$ cat config.mk
export PLATFORM = sky130hd
export DESIGN_NAME = sar_cdac_ctrl_flat
export DESIGN_NICKNAME = d
export VERILOG_FILES = /design/src/rtl/sar_cdac_ctrl_if.sv /design/src/rtl/sar_cdac_ctrl.sv /design/src/flat_wrapper.sv
export SDC_FILE = /design/constraint.sdc
export NUM_CORES = 1
export LEC_CHECK = 0
export CAP_MARGIN = 20
export CORE_UTILIZATION = 39
export DETAILED_ROUTE_END_ITERATION = 12
export MAX_ROUTING_LAYER = met4
export PLACE_DENSITY = 0.68
export SLEW_MARGIN = 20
export SYNTH_ARGS = -nofsm -noshare
export SYNTH_HDL_FRONTEND = slang
export SYNTH_SLANG_ARGS = --single-unit
$ cat constraint.sdc
create_clock -name CLK -period 5.75 [get_ports CLK]
set_clock_uncertainty 0.2 [all_clocks]
set_input_delay 0.575 -clock CLK [delete_from_list [all_inputs] [get_ports CLK]]
set_output_delay 0.575 -clock CLK [all_outputs]
set_load 0.01 [all_outputs]
$ cat src/rtl/sar_cdac_ctrl_if.sv
// Handshake/bus bundle between the SAR controller and its surroundings.
//   master : controller side (drives plate code, strobes, status, result)
//   slave  : environment side (drives START request and comparator decision)
// Signals:
//   START   - conversion request (slave -> master)
//   COMP    - comparator decision, 1 = input above DAC level (slave -> master)
//   CB_P    - bottom-plate drive code, MSB drives MSB group (master -> slave)
//   SAMPLE  - top-plate sample switch enable (master -> slave)
//   COMP_EN - comparator strobe (master -> slave)
//   BUSY    - sampling or converting (master -> slave)
//   DONE    - one-cycle pulse when DOUT updates (master -> slave)
//   DOUT    - last completed conversion result (master -> slave)
interface sar_cdac_ctrl_if #(
    parameter int unsigned NBITS = 10
);
    logic             START;
    logic             COMP;
    logic [NBITS-1:0] CB_P;
    logic             SAMPLE;
    logic             COMP_EN;
    logic             BUSY;
    logic             DONE;
    logic [NBITS-1:0] DOUT;

    modport master (
        input  START, COMP,
        output CB_P, SAMPLE, COMP_EN, BUSY, DONE, DOUT
    );

    modport slave (
        output START, COMP,
        input  CB_P, SAMPLE, COMP_EN, BUSY, DONE, DOUT
    );
endinterface

$ cat src/rtl/sar_cdac_ctrl.sv
// Successive-approximation controller for a MOM capacitor DAC array.
// Runs the sample phase, then one TRIAL/DECIDE cycle pair per bit (MSB first),
// strobing the comparator on the shared top-plate node, and publishes the code.
// Ports:
//   CLK - rising-edge clock
//   RST - synchronous active-high reset
//   bus - sar_cdac_ctrl_if master modport (START/COMP in; CB_P, SAMPLE,
//         COMP_EN, BUSY, DONE, DOUT out)
// All outputs are registered and decoded from the next state, so they are
// glitch-free and line up with the state they describe.
module sar_cdac_ctrl #(
    parameter int unsigned NBITS         = 10,
    parameter int unsigned SAMPLE_CYCLES = 4
) (
    input  logic           CLK,
    input  logic           RST,
    sar_cdac_ctrl_if.master bus
);
    localparam int unsigned KW = (NBITS > 1) ? $clog2(NBITS) : 1;
    localparam int unsigned CW = $clog2(SAMPLE_CYCLES + 1);
    localparam logic [NBITS-1:0] BitOne = NBITS'(1);

    typedef enum logic [2:0] {
        StIdle,
        StSamp,
        StTrial,
        StDecide,
        StDone
    } state_e;

    state_e           state_q, state_d;
    logic [CW-1:0]    cnt_q, cnt_d;
    logic [KW-1:0]    k_q, k_d;
    logic [NBITS-1:0] w_q, w_d;
    logic [NBITS-1:0] dout_q, dout_d;
    logic [NBITS-1:0] cb_p_q, cb_p_d;
    logic             sample_q, sample_d;
    logic             comp_en_q, comp_en_d;
    logic             busy_q, busy_d;
    logic             done_q, done_d;

    always_comb begin
        state_d = state_q;
        cnt_d   = cnt_q;
        k_d     = k_q;
        w_d     = w_q;
        dout_d  = dout_q;

        unique case (state_q)
            StIdle: begin
                if (bus.START) begin
                    state_d = StSamp;
                    cnt_d   = CW'(SAMPLE_CYCLES - 1);
                end
            end
            StSamp: begin
                if (cnt_q == '0) begin
                    state_d = StTrial;
                    k_d     = KW'(NBITS - 1);
                    w_d     = '0;
                end else begin
                    cnt_d = cnt_q - 1'b1;
                end
            end
            StTrial: begin
                state_d = StDecide;
            end
            StDecide: begin
                // Comparator is sampled at the edge closing the strobe window.
                w_d[k_q] = bus.COMP;
                if (k_q == '0) begin
                    state_d = StDone;
                    dout_d  = w_d;
                end else begin
                    k_d     = k_q - 1'b1;
                    state_d = StTrial;
                end
            end
            StDone: begin
                if (bus.START) begin
                    state_d = StSamp;
                    cnt_d   = CW'(SAMPLE_CYCLES - 1);
                end else begin
                    state_d = StIdle;
                end
            end
            default: begin
                state_d = StIdle;
            end
        endcase

        // Output decode from the next state keeps outputs aligned with state.
        cb_p_d    = '0;
        if (state_d == StTrial || state_d == StDecide) begin
            cb_p_d = w_d | (BitOne << k_d);
        end
        sample_d  = (state_d == StSamp);
        comp_en_d = (state_d == StDecide);
        busy_d    = (state_d == StSamp) || (state_d == StTrial) || (state_d == StDecide);
        done_d    = (state_d == StDone);
    end

    always_ff @(posedge CLK) begin
        if (RST) begin
            state_q   <= StIdle;
            cnt_q     <= '0;
            k_q       <= '0;
            w_q       <= '0;
            dout_q    <= '0;
            cb_p_q    <= '0;
            sample_q  <= 1'b0;
            comp_en_q <= 1'b0;
            busy_q    <= 1'b0;
            done_q    <= 1'b0;
        end else begin
            state_q   <= state_d;
            cnt_q     <= cnt_d;
            k_q       <= k_d;
            w_q       <= w_d;
            dout_q    <= dout_d;
            cb_p_q    <= cb_p_d;
            sample_q  <= sample_d;
            comp_en_q <= comp_en_d;
            busy_q    <= busy_d;
            done_q    <= done_d;
        end
    end

    assign bus.CB_P    = cb_p_q;
    assign bus.SAMPLE  = sample_q;
    assign bus.COMP_EN = comp_en_q;
    assign bus.BUSY    = busy_q;
    assign bus.DONE    = done_q;
    assign bus.DOUT    = dout_q;
endmodule

$ cat src/flat_wrapper.sv
// flat-port wrapper written by rule: the top's interface ports become plain ports
module sar_cdac_ctrl_flat 
#(
    parameter int unsigned NBITS         = 10,
    parameter int unsigned SAMPLE_CYCLES = 4
)
  (CLK, RST, bus_START, bus_COMP, bus_CB_P, bus_SAMPLE, bus_COMP_EN, bus_BUSY, bus_DONE, bus_DOUT);
  sar_cdac_ctrl_if #(.NBITS(NBITS)) bus_i ();
  input  logic CLK;
  input  logic RST;
  input wire logic [$bits(bus_i.START)-1:0] bus_START;
  input wire logic [$bits(bus_i.COMP)-1:0] bus_COMP;
  output wire logic [$bits(bus_i.CB_P)-1:0] bus_CB_P;
  output wire logic [$bits(bus_i.SAMPLE)-1:0] bus_SAMPLE;
  output wire logic [$bits(bus_i.COMP_EN)-1:0] bus_COMP_EN;
  output wire logic [$bits(bus_i.BUSY)-1:0] bus_BUSY;
  output wire logic [$bits(bus_i.DONE)-1:0] bus_DONE;
  output wire logic [$bits(bus_i.DOUT)-1:0] bus_DOUT;
  assign bus_i.START = bus_START;
  assign bus_i.COMP = bus_COMP;
  assign bus_CB_P = bus_i.CB_P;
  assign bus_SAMPLE = bus_i.SAMPLE;
  assign bus_COMP_EN = bus_i.COMP_EN;
  assign bus_BUSY = bus_i.BUSY;
  assign bus_DONE = bus_i.DONE;
  assign bus_DOUT = bus_i.DOUT;
  sar_cdac_ctrl #(.NBITS(NBITS), .SAMPLE_CYCLES(SAMPLE_CYCLES)) u_core (.CLK(CLK), .RST(RST), .bus(bus_i));
endmodule
* Word level (Yosys, flattened, before mapping) *
Index checks and enable logic that the tools add are counted.

operators by class
  $lt $le $gt $ge = 2
  shifts and indexed selects = 1
  add/subtract/negate cells = 2
  reduce and logical (&&, ||, !) cells = 12
  divide/modulo/power cells = 0
  $mul = 0
  multiplexer cells = 16
  bitwise logic cells = 2
  equal/unequal tests = 10

operator list
  cell                                                                                 number
  10-bit one-hot mux with 2 select lines                                               1
  3-bit 2-to-1 mux                                                                     5
  3-bit one-hot mux with 5 select lines                                                1
  3-bit by 2-bit equality test with 1-bit output, second input constant                4
  10-bit bitwise mux                                                                   1
  10-bit 2-to-1 mux                                                                    1
  10-bit bitwise OR                                                                    1
  1-bit by 4-bit left shift with 10-bit output, first input constant                   1
  4-bit 2-to-1 mux                                                                     2
  4-bit one-hot mux with 2 select lines                                                1
  3-bit by 1-bit equality test with 1-bit output, second input constant                2
  3-bit equality test, second input constant                                           2
  3-bit logical NOT                                                                    2
  3-bit one-hot mux with 2 select lines                                                1
  4-bit by 5-bit less-than comparator with 1-bit output, second input constant         1
  1-bit demux with 4-bit select                                                        1
  4-bit by 1-bit greater-or-equal comparator with 1-bit output, second input constant  1
  4-bit logical NOT                                                                    1
  2-bit OR reduction                                                                   2
  4-bit by 1-bit subtractor with 4-bit output, second input constant                   1
  1-bit logical OR                                                                     3
  3-bit AND reduction                                                                  1
  3-bit by 1-bit subtractor with 3-bit output, second input constant                   1
  1-bit 2-to-1 mux                                                                     2
  other kinds (6)                                                                      6

storage, ports and cells
  bits in read-only memories = 0
  bits in writable memories = 0
  latch bits = 0
  memories kept = 0
  output and inout bits = 24
  register bits after elaboration = 44

* Logic depth before layout (Yosys ltp) *
Gate-level depths: netlist (run 1).

  depth in word-level cells = 7
  mapped depth = 8
  gate-level depth less buffers = 7

* Worst setup path after synthesis (run 1) *
OpenSTA, ideal clock, no wires.

  path kind = reg-to-reg
  start = register u_core.k_q[0]
  end = register u_core.cb_p_q[3], in the netlist u_core.bus.CB_P[3]
  library setup time = 0.074 ns
  stages on the path, launching flop included = 9
  data arrival time = 1.913 ns
  setup slack = 3.563 ns
  period minus slack after synthesis = 2.187 ns
  path through = dfxtp_1 > inv_1 > ha_1 > nor3b_4 > and3_1 > a211oi_1 > buf_6 > or4_1 > a31oi_1

on the way
  longest elaborated chain between the ends = 7
  elaborated cells on any way between the ends = 21
  those cells by class = add/sub: 1; order compare: 2; eq/ne: 2; shift: 1; mux: 9; bitwise: 2; reduce/logical: 4

RTL lines
  what                                                                                                       line                                      text
  from (decl)                                                                                                sar_cdac_ctrl.sv:33                       logic [KW-1:0] k_q, k_d;
  from (signal assigned)                                                                                     sar_cdac_ctrl.sv:118                      k_q <= k_d;
  4-bit by 5-bit less-than comparator with 1-bit output (implied by the code), or another cell as far along  sar_cdac_ctrl.sv:70                       w_d[k_q] = bus.COMP;
  1-bit logical AND (implied by the code) / 3-bit 2-to-1 mux (equally long branches)                         sar_cdac_ctrl.sv:70, sar_cdac_ctrl.sv:71
  1-bit 2-to-1 mux (implied by the code) / 3-bit one-hot mux with 5 select lines (equally long branches)     sar_cdac_ctrl.sv:70, sar_cdac_ctrl.sv:49
  1-bit demux with 4-bit select / 3-bit by 2-bit equality test with 1-bit output (equally long branches)     -
  10-bit bitwise mux / 1-bit logical OR (equally long branches)                                              sar_cdac_ctrl.sv:70, sar_cdac_ctrl.sv:94
  10-bit one-hot mux with 2 select lines / 1-bit NOT (equally long branches)                                 -
  10-bit bitwise OR / 2-bit OR reduction (equally long branches)                                             -
  to (signal assigned)                                                                                       sar_cdac_ctrl.sv:121                      cb_p_q <= cb_p_d;
  to (decl)                                                                                                  sar_cdac_ctrl.sv:36                       logic [NBITS-1:0] cb_p_q, cb_p_d;

Parallel ways exist; a longest one is shown, timed or not.
A chain may end at the register's enable or synchronous reset.

* Final worst setup path (run 1) *
  start = register u_core.state_q[1]
  end = register u_core.cb_p_q[6], in the netlist u_core.bus.CB_P[6]

on the way
  longest elaborated chain between the ends = 6
  elaborated cells on any way between the ends = 17
  those cells by class = eq/ne: 6; shift: 1; mux: 5; bitwise: 2; reduce/logical: 3

RTL lines
  what                                               line                  text
  from (decl)                                        sar_cdac_ctrl.sv:31   state_e state_q, state_d;
  from (signal assigned)                             sar_cdac_ctrl.sv:105  state_q <= StIdle;
  from (signal assigned)                             sar_cdac_ctrl.sv:116  state_q <= state_d;
  3-bit equality test, or another cell as far along  sar_cdac_ctrl.sv:49   unique case (state_q)
  3-bit one-hot mux with 5 select lines              sar_cdac_ctrl.sv:49
  3-bit by 2-bit equality test with 1-bit output     sar_cdac_ctrl.sv:94   if (state_d == StTrial || state_d == StDecide) begin
  1-bit logical OR                                   sar_cdac_ctrl.sv:94
  1-bit NOT (no source line)                         -
  2-bit OR reduction (no source line)                -

Parallel ways exist; a longest one is shown, timed or not.

==> results of run 1 <==
## area by class of cell
cell class,instances,area [um^2],share of cell area [%]
multi-input combinational,157,967.2,40.39
clock inverter,3,90.09,3.762
tap,67,83.83,3.501
sequential,44,880.8,36.78
inverter,9,33.78,1.411
timing repair buffer,27,270.3,11.29
clock buffer,5,68.82,2.874
## per-layer routing
| metal | global-route usage, % | routed length (um) | up-vias |
|---|---|---|---|
| li1 | - | - | 833 |
| met1 | 22.69 | 1979 | 735 |
| met2 | 26.06 | 1821 | 34 |
| met3 | 4.144 | 154 | 6 |
| met4 | 6.972 | 58 | 0 |
| met5 | - | 0 | - |
## synth_stat cells (4+ instances only)
cell type | count | share of area [%]
a21oi_1 | 24 | 6.2
a31oi_1 | 5 | 1.6
clkbuf_1 | 9 | 1.7
dfxtp_1 | 44 | 45
ha_1 | 6 | 3.9
inv_1 | 9 | 1.7
mux2i_1 | 9 | 4.6
nand2_1 | 19 | 3.7
nand3_1 | 4 | 1.0
nand4_1 | 6 | 1.9
nor2_1 | 18 | 3.5
nor3_1 | 8 | 2.1
o21ai_0 | 18 | 4.6
or4_1 | 4 | 1.5
## registers in the layout, indices dropped and copies added (netlist names)
register and count:
u_core.bus.CB_P 10, u_core.cnt_q 3, u_core.k_q 4, u_core.bus.BUSY 1, u_core.state_q 3, u_core.bus.DOUT 10, u_core.bus.COMP_EN 1, u_core.bus.DONE 1
u_core.w_q 10, u_core.bus.SAMPLE 1
## placed cells by master, fill, tap and decap left out, drive strengths merged, types with 4 or more instances in the layout
| cell | synthesis | routed |
|---|---|---|
| a31oi | 5 | 5 |
| nand3 | 4 | 4 |
| or4 | 4 | 4 |
| nor2 | 18 | 18 |
| ha | 6 | 6 |
| clkdlybuf4s50 | 0 | 27 |
| a21oi | 24 | 24 |
| mux2i | 9 | 9 |
| inv | 9 | 9 |
| nand2 | 19 | 19 |
| o21ai | 19 | 19 |
| nand4 | 6 | 6 |
| dfxtp | 44 | 44 |
| nor3 | 8 | 8 |
| clkbuf | 9 | 5 |
## worst max-delay path by stage
stage                      start                 end  slack [ps]  cells after the start
2_1_floorplan      u_core.k_q[0]  u_core.bus.CB_P[3]        3560                      8
3_3_place_gp                 RST  u_core.bus.DOUT[5]        2930                      4
3_5_place_dp                 RST  u_core.bus.DOUT[2]        2890                      4
4_1_cts            u_core.k_q[0]  u_core.bus.CB_P[5]        2970                      7
5_1_grt        u_core.state_q[1]  u_core.bus.CB_P[6]        2680                      5
6_report       u_core.state_q[1]  u_core.bus.CB_P[6]        2940                      5
## power by group through the flow
stage / logic (W) / clock network [W] / registers, W
final: 0.000105 / 0.000326 / 0.000329
after global routing: 0.000117 / 0.000338 / 0.000331
after CTS: 0.000105 / 0.000329 / 0.000329
after detailed placement: 0.000103 / 0 / 0.000336
after global placement: 0.000102 / 0 / 0.000336
after floorplan: 0.0000811 / 0 / 0.000330
## metrics by stage
step / instance area, um^2 / setup WS [ps] / total power [W]
CTS: 2390 / 2968 / 0.0007629
detailed placement: 2231 / 2887 / 0.0004390
global route: 2395 / 2684 / 0.0007863
finish: 2395 / 2939 / 0.0007593
floorplan: 1943 / 3563 / 0.0004116
global placement: 2231 / 2930 / 0.0004382
## tightest hold or removal path, delay by kind of cell, from the launching register on
| family | cells | cell delay, ps |
|---|---|---|
| compound gates | 1 | 50 |
| flops | 1 | 330 |
| simple gates | 1 | 40 |
## cell families after synthesis
logic type                 count (synthesis)  share of synthesized area, %
and+or+nand+nor                           78                         21.44
xor gates and xnor gates                   1                        0.4508
adders and majority gates                  6                         3.863
buffers and inverters                     22                         5.151
DFF                                       44                         45.33
AOI/OAI and AO/OA                         63                         19.12
muxes                                      9                         4.636
==> summary.md, run 1 <==
| Metric | Value |
|---|---|
| Run status | completed |
| PwrDens | 317.1 mW/mm^2 |
| # diodes | 0 |
| CTS tree | built |
| Gp weighted congestion | 0.8408 |
| Reg-to-reg slack, setup | 2940 ps |
| Die Area | 0.005269 mm^2 |
| Ys async rst share | 0% |
| Endpoints failing setup | 0 |
| Post CTS Setup Buffer Count | 0 |
| Layout Utilization | 50.37% |
| CP Launch Type | flip-flop |
| Initial antenna violation count | 0 |
| Num CTS Buffers | 5 |
| I/O pins | 28 |
| Worst-path clk slew | 90 ps |
| Power share of the sequential group | 43.3% |
| Commonest register cell after synthesis | dfxtp_1 |
| Seq/Total Area, Yosys | 45.33% |
| Family with the most delay on the worst path | simple AND/OR/NAND/NOR gates |
| WL/cell | 12.87 um |
| Vias in the first global route | 1,429 |
| Hold depth | 2 |
| Gate power share | 13.8% |
| Vias | 1,608 |
| Arrival time worst endpoint | 2840 ps |
| RSZ-0062 raised after global routing | no |
| Post-CTS Resized | 0 |
| Final net count | 254 |
| Pin count of the biggest net entering global routing | 25 |
| First-pass DRT Iterations | 4 |
| Vias/cell | 5.154 |
| Worst Tran Pin Value | 880.3 ps |
| Grt total ovfl | 0 |
| Crit path largest cell delay | 620 ps |
| Relative slew margins | 41.04% |
| Area delta synth->final | 23.25% |
| Hold Crit Class | flip-flop to flip-flop |
| Fillcell total | 466 |
| H-tree lvl count | 2 |
| Maxcap violations | 0 |
| R2r worst-path depth | 5 |
| Routed Antenna Nets | 0 |
| Crit. End Element | flip-flop |
| Buf+Inv Stages, Crit Path | 0 |
| Fmax | 355.8 MHz |
| DPL Wire Length | 2724 um |
| Post-CTS Hold Buffers | 0 |
| Crit path max fanout | 17 |
| Number of synthesized flops with an enable pin | 0 |
| Worst IR Drop VDD | 0.1472 mV |
| Total Routing Usage GR | 17.43% |
| Leak | 0.9176 nW |
| WP data required | 5770 ps |
| Hold EP | u_core.bus.DOUT[3] |
| Clock root buffer | clkbuf_8 |
| Psw | 0.0001855 W |
| Slowest CP cell | dfxtp_1 |
| Core Region | 0.004755 mm^2 |
| Clk_lat worst skew | 300 ps |
| Routed WL | 4014 um |
| Global-route wire length before repair | 6796 um |
| R2r startpoint | u_core.state_q[1] |
| Crit-path cells | nand3b_1 -> nor3_1 -> a211oi_2 -> or4_1 -> a31oi_1 |
| Reg2reg end | u_core.bus.CB_P[6] |
| Die Y-Extent | 72.59 um |
| 1st-iter DRT viols | 95 |
| Clock sink total | 44 |
| Mapped Nets | 233 |
| Cell area after synthesis | 0.001943 mm^2 |
| Initial Util | 40.87% |
| Hold WS | 254.7 ps |
| Hold path start | u_core.bus.DOUT[3] |
| CTS Buffer Depth | 2 |
| Syn Inst Count | 223 |
| Post-synthesis area per instance | 8.714 um^2 |
| Synthesis warning total | 0 |
| Final clock period utilization by the worst path | 48.89% |
| Min cycle time layout | 2811 ps |
| Non-Filler Instances | 312 |
| Clk pwr share | 42.9% |
| Setup TNS | 0 ps |
| Setup CP Type | flip-flop to flip-flop |
| Synth unique cells | 37 |
| Port bufs | 27 |
| Num rows | 25 |
| DRC Markers | 0 |
| Yosys reg bits | 44 |
| Internal power | 0.0005738 W |
| Final hold vios | 0 |
| Sw Ratio | 24.43% |
| Cells after DPL | 304 |
| Max Transition Viols Final | 0 |
| Die Wd | 72.59 um |
| Share of layout cells above drive strength 1 | 4.898% |
No activity file was read; power rests on OpenSTA's default activity.
==> run 2: changes to the inputs <==
PLACE_DENSITY = 0.71   (was 0.68)
clock period = 2.4 ns   (was 5.75 ns; I/O delays follow)
==> run 2 against run 1 <==
  * Core utilization rose by 1.1 points
  * Worst setup slack lost 2800 ps
  * First-iteration DRC count is 27% higher
  * Critical path depth is 2 higher
  * Critical path type unchanged
  * Largest power group unchanged
==> summary.md, run 2 (same netlist as run 1, synthesis figures left out) <==
| Metric | Value |
|---|---|
| Setup CP Type | flip-flop to flip-flop |
| Pin count of the biggest net entering global routing | 16 (-36%) |
| Hold WS | 253.2 ps (-1.470 ps) |
| Fillcell total | 449 (-3.6%) |
| Post-Place Setup Slack | 128.1 ps (-2759 ps) |
| Slowest CP cell | or4_1 |
| Max Transition Viols Final | 0 (unchanged) |
| Post-CTS Hold Buffers | 0 (unchanged) |
| CTS tree | built |
| Vias/cell | 5.125 (-0.55%) |
| Commonest non-fill, non-tap cell in the layout | dfxtp_1 |
| Clk pwr share | 28.6% (-14 points) |
| Global-route wire length before repair | 6982 um (+2.7%) |
| Die Area | 0.005269 mm^2 (unchanged) |
| Gp weighted congestion | 0.8783 (+4.5%) |
| Critical path origin | u_core.cnt_q[0] |
| Share of layout cells above drive strength 1 | 10.38% (+5.5 points) |
| Post CTS Setup Buffer Count | 0 (unchanged) |
| Final hold vios | 0 (unchanged) |
| Gate power share | 20.0% (+6.2 points) |
| Dpl cell area | 0.002351 mm^2 (+5.4%) |
| Internal power | 0.001081 W (+88%) |
| Power share of the sequential group | 51.5% (+8.2 points) |
| I/O pins | 28 (unchanged) |
| WP data required | 2420 ps (-3350 ps) |
| Post-CTS Resized | 0 (unchanged) |
| Relative slew margins | 53.68% (+13 points) |
| Die Y-Extent | 72.59 um (unchanged) |
| Grt total ovfl | 0 (unchanged) |
| Design area | 0.002445 mm^2 (+2.1%) |
| Num CTS Buffers | 5 (unchanged) |
| Run status | completed |
| Crit path max fanout | 10 (-7) |
| Setup TNS | 0 ps (unchanged) |
| Min cycle time layout | 2255 ps (-556.4 ps) |
| Slack of the critical path | 145.5 ps (-2794 ps) |
| WL/cell | 12.77 um (-0.74%) |
| Leak | 0.9572 nW (+4.3%) |
| Worst Tran Pin Value | 689.5 ps (-190.9 ps) |
| H-tree lvl count | 2 (unchanged) |
| DRC Markers | 0 (unchanged) |
| Worst-path clk slew | 80 ps (about the same) |
| Core Region | 0.004755 mm^2 (unchanged) |
| First-pass DRT Iterations | 4 (unchanged) |
| Total Routing Usage GR | 17.86% (+0.43 points) |
| Maxcap violations | 0 (unchanged) |
| Worst IR Drop VDD | 0.2625 mV (+78%) |
| R2r startpoint | u_core.cnt_q[0] |
| Port bufs | 27 (unchanged) |
| Die Wd | 72.59 um (unchanged) |
| Psw | 0.0004297 W (+130%) |
| CTS Buffer Depth | 2 (unchanged) |
| Endpoints failing setup | 0 (unchanged) |
| Initial antenna violation count | 0 (unchanged) |
| Final net count | 270 (+6.3%) |
| Initial Util | 40.87% (unchanged) |
| Vias in the first global route | 1,542 (+7.9%) |
| Num rows | 25 (unchanged) |
| # diodes | 0 (unchanged) |
| Area delta synth->final | 25.82% |
| RSZ-0062 raised after global routing | no |
| Routed WL | 4176 um (+4.0%) |
| DPL Wire Length | 3048 um (+12%) |
| Fmax | 443.6 MHz (+25%) |
| Hold Crit Class | flip-flop to flip-flop |
| Crit. End Element | flip-flop |
| Final clock period utilization by the worst path | 93.94% (+45 points) |
| Crit-path cells | inv_1 -> ha_1 -> nor2b_1 -> o21ai_4 -> o31a_1 -> or4_1 -> a31oi_1 |
| Clock root buffer | clkbuf_8 |
| Vias | 1,676 (+4.2%) |
| PwrDens | 618.1 mW/mm^2 (+95%) |
| Hold path start | u_core.bus.DOUT[3] |
| Commonest cells after routing, fill and taps aside | dfxtp_1, clkdlybuf4s50_1, a21oi_1 |
| Sw Ratio | 28.44% (+4.0 points) |
| 1st-iter DRT viols | 121 (+27%) |
| Clk_lat worst skew | 290 ps (about the same) |
| CP Launch Type | flip-flop |
| Crit path largest cell delay | 430 ps (-190 ps) |
| Routed Antenna Nets | 0 (unchanged) |
| Design Power | 0.001511 W (+99%) |
| Clock sink total | 44 (unchanged) |
| Arrival time worst endpoint | 2280 ps (-560 ps) |
[run 2: cell types whose count changed in the layout (fill, tap and decap cells not counted), sizes merged]
cell      change
buf          +16
bufinv        -3
clkinv        +1
clkinvlp      +1
[run 2: path summary, 6_finish.rpt]
kind	endpoint	slack, ps	cells after the start
min	u_core.bus.DOUT[3]	250	2
max	u_core.bus.CB_P[3]	150	7
max reg2reg	u_core.bus.CB_P[3]	150	7
min reg2reg	u_core.bus.DOUT[3]	250	2
[run 2: metrics by stage]
step / cells / utilization [%]
finish: 327 / 51.42
global route: 327 / 51.42
CTS: 327 / 51.16
detailed placement: 320 / 49.45
global placement: 320 / 49.45
floorplan: 223 / -
[run 2: power groups by stage]
stage / Sequential [W] / Clock, W / Combinational (W)
after global placement: 0.000793 / 0 / 0.000294
final: 0.000778 / 0.000432 / 0.000302
after global routing: 0.000781 / 0.000479 / 0.000338
after CTS: 0.000777 / 0.000450 / 0.000298
after floorplan: 0.000792 / 0 / 0.000194
after detailed placement: 0.000794 / 0 / 0.000297
[run 2: metal layers]
| layer | GRT usage, % | up-vias | part of all wire, % |
|---|---|---|---|
| met1 | 22.63 | 765 | 48 |
| li1 | - | 867 | - |
| met5 | - | - | 0 |
| met4 | 6.972 | 0 | 1.1 |
| met2 | 27.52 | 40 | 46 |
| met3 | 4.282 | 4 | 4.8 |
[run 2: final cells by class]
cell class | instances | area, um^2 | area share [%]
Clock buffer | 5 | 68.82 | 2.815
Clock inverter | 2 | 12.51 | 0.5118
Inverter | 9 | 33.78 | 1.382
Multi-Input combinational cell | 157 | 974.7 | 39.87
Sequential cell | 44 | 880.8 | 36.03
Tap cell | 67 | 83.83 | 3.429
Timing Repair Buffer | 43 | 390.4 | 15.97
[run 2: worst max-delay path, delay by kind of cell, from the launching register on]
family	cells	cell delay (ps)
AOI/OAI and AO/OA	3	700
adders and majority gates	1	150
buffers and inverters	1	80
DFF	1	330
and+or+nand+nor	2	730
==> edit (flow settings as in run 2) <==
`NBITS` is set to 10 in 3 places; all go to 12.
--- a/src/rtl/sar_cdac_ctrl_if.sv
+++ b/src/rtl/sar_cdac_ctrl_if.sv
@@ -12,5 +12,5 @@
 //   DOUT    - last completed conversion result (master -> slave)
 interface sar_cdac_ctrl_if #(
-    parameter int unsigned NBITS = 10
+    parameter int unsigned NBITS = 12
 );
     logic             START;
--- a/src/rtl/sar_cdac_ctrl.sv
+++ b/src/rtl/sar_cdac_ctrl.sv
@@ -10,5 +10,5 @@
 // glitch-free and line up with the state they describe.
 module sar_cdac_ctrl #(
-    parameter int unsigned NBITS         = 10,
+    parameter int unsigned NBITS         = 12,
     parameter int unsigned SAMPLE_CYCLES = 4
 ) (
--- a/src/flat_wrapper.sv
+++ b/src/flat_wrapper.sv
@@ -2,5 +2,5 @@
 module sar_cdac_ctrl_flat 
 #(
-    parameter int unsigned NBITS         = 10,
+    parameter int unsigned NBITS         = 12,
     parameter int unsigned SAMPLE_CYCLES = 4
 )
Interface: changed (resized bus_CB_P and bus_DOUT); port bits go from 28 to 32. No check against the original RTL was run, so the function may have changed too.
==> edit against run 2 <==
  * Sequential cell count rose by 6
  * Design area increased by 16%
  * Setup slack improved by 30 ps
  * Synthesized area increased by 15%
  * Hold slack improved by 4.6 ps
  * Routed wire length increased by 30%
Power is not compared: it rests on default switching activity, and its combinational part moved more than twofold at a synthesized area within 25%.
==> edit: results (changes against run 2) <==
stage,metric,value,unit,change
final_layout,Antenna Diode Count,0,,unchanged
yosys,Yosys reg bits,50,,was 44
yosys,post-synthesis cell type count,45,,was 37
critical_path,Worst Path Arrival,2270,ps,
final_layout,Fillers,532,,was 449
cts,TritonCTS Buffers,5,,unchanged
power,Pleak,1.009,nW,
yosys,most common cell in the synthesized netlist,dfxtp_1,,unchanged
critical_path,Worst R2R Start,u_core.cnt_q[0]$_SDFFE_PP0P_,,unchanged
routing,DR vias/cell,5.334,,was 5.125
global_route,total track usage,19.62,%,was 17.86%
yosys,Async SR Flop Fraction,0,%,unchanged
cts,Clock Path Buffers,2,,unchanged
routing,DR iter-0 viols,199,,was 121
yosys,yosys warns,0,,unchanged
global_route,largest net degree at the start of global routing,37,,was 16
routing,metal1 wirelength,2.852,mm,was 1.995 mm
final_layout,Clock-cell share,4.296,%,was 3.327%
cts,setup bufs post-CTS,0,,unchanged
critical_path,Critical Path Source Type,register,,unchanged
critical_path,worst reg2reg endpoint,u_core.bus.CB_P[9]$_SDFF_PP0_,,was u_core.bus.CB_P[3]$_SDFF_PP0_
final_layout,clkbuf count,6,,was 5
yosys,sequential area share after synthesis,44.77,%,was 45.33%
final_layout,sequential cell area,1001,µm²,was 880.8 µm²
yosys,synth top area cells,"dfxtp_1, a21oi_1, nor2_1",,"was dfxtp_1, a21oi_1, mux2i_1"
power,Peak VDD IR,489.6,µV,
min_path,worst hold path class,register to register,,unchanged
yosys,commonest cells in the netlist,"dfxtp_1, nor2_1, a21oi_1",,"was dfxtp_1, a21oi_1, nand2_1"
final_layout,nonclk buf count,49,,was 43
global_route,M1 GR Usage,28.55,%,was 22.63%
power,comb pwr,0.000744,W,
final_layout,Data buffer area share,15.77,%,was 15.97%
critical_path,"Slowest-stage cell, CP",or3b_1,,was or4_1
final_layout,multi-input gates,185,,was 157
sta,max_slew headroom,70.44,%,was 53.68%
critical_path,flop2flop setup slack,180,ps,was 150 ps
global_route,M3 GR Usage,3.176,%,was 4.282%
routing,met2 routed WL,2.209,mm,was 1.932 mm
critical_path,CP Max Fanout,5,,was 10
power,part of the power in registers,40.9,%,
global_route,met2 Use GR,27.08,%,was 27.52%
routing,top sig layer,met4,,unchanged
power,Pint,0.001575,W,
final_layout,fraction of area in multi-input gates,40.39,%,was 39.87%
routing,routed length per instance,14.59,µm,was 12.77 µm
cts,clock root cell,clkbuf_8,,unchanged
final_layout,share of layout cells above drive strength 1,11.37,%,was 10.38%
yosys,Synth Net Count,267,,was 233
placed_design,Final Wtd Congestion,0.8494,,was 0.8783
global_route,first-pass GRT wire length,9.032,mm,was 6.982 mm
critical_path,crit-path max cell delay,400,ps,was 430 ps
final_layout,nets,308,,was 270
run_status,status,"complete, no violations",,unchanged
placed_design,port bufs,31,,was 27
routing,wire length on met3,287,µm,was 199 µm
placed_design,HPWL Detailed,3.950,mm,was 3.048 mm
global_route,number of global-route vias before repair,1848,,"was 1,542"
cts,H-tree levels,2,,unchanged
cts,clock latency on the worst-skew pair,300,ps,
final_layout,Non-CTS inverters,7,,was 9
[edit: cells by family (layout without fill, tap and decap cells)]
| logic type | Yosys count | in the layout | synth area share (%) |
|---|---|---|---|
| compound gates | 70 | 70 | 19.92 |
| simple gates | 101 | 101 | 24.29 |
| xor+xnor | 3 | 3 | 1.175 |
| flops | 50 | 50 | 44.77 |
| buf+inv | 22 | 64 | 4.197 |
| fa+ha+maj | 6 | 6 | 3.357 |
| mux | 5 | 5 | 2.294 |
[edit: timing repair]
item / CTS / global route
setup endpoints to repair: 0 / 2
hold buffers: 0 / 0
gates resized for setup: 0 / 1
[edit: per-stage QoR]
stage	cells	util [%]	instance area, µm²	setup slack (ps)
finish	371	51.31	2825	175.8
global route	371	51.31	2825	10.63
CTS	371	51.31	2825	155.0
detailed placement	363	49.10	2704	177.3
global placement	363	49.10	2704	198.2
floorplan	257	-	2236	146.1
[edit: worst min path at each step]
stage                                startpoint                          endpoint  slack (ps)  depth (start not counted)
2_1_floorplan                         bus_START      u_core.cnt_q[2]$_SDFFE_PP0P_         130                          1
3_3_place_gp    u_core.bus.DOUT[8]$_SDFFE_PP0N_   u_core.bus.DOUT[8]$_SDFFE_PP0N_         240                          2
3_5_place_dp    u_core.bus.DOUT[5]$_SDFFE_PP0N_   u_core.bus.DOUT[5]$_SDFFE_PP0N_         250                          2
4_1_cts         u_core.bus.DOUT[5]$_SDFFE_PP0N_   u_core.bus.DOUT[5]$_SDFFE_PP0N_         260                          2
5_1_grt         u_core.bus.DOUT[8]$_SDFFE_PP0N_   u_core.bus.DOUT[8]$_SDFFE_PP0N_         290                          2
6_report       u_core.bus.DOUT[11]$_SDFFE_PP0N_  u_core.bus.DOUT[11]$_SDFFE_PP0N_         260                          2
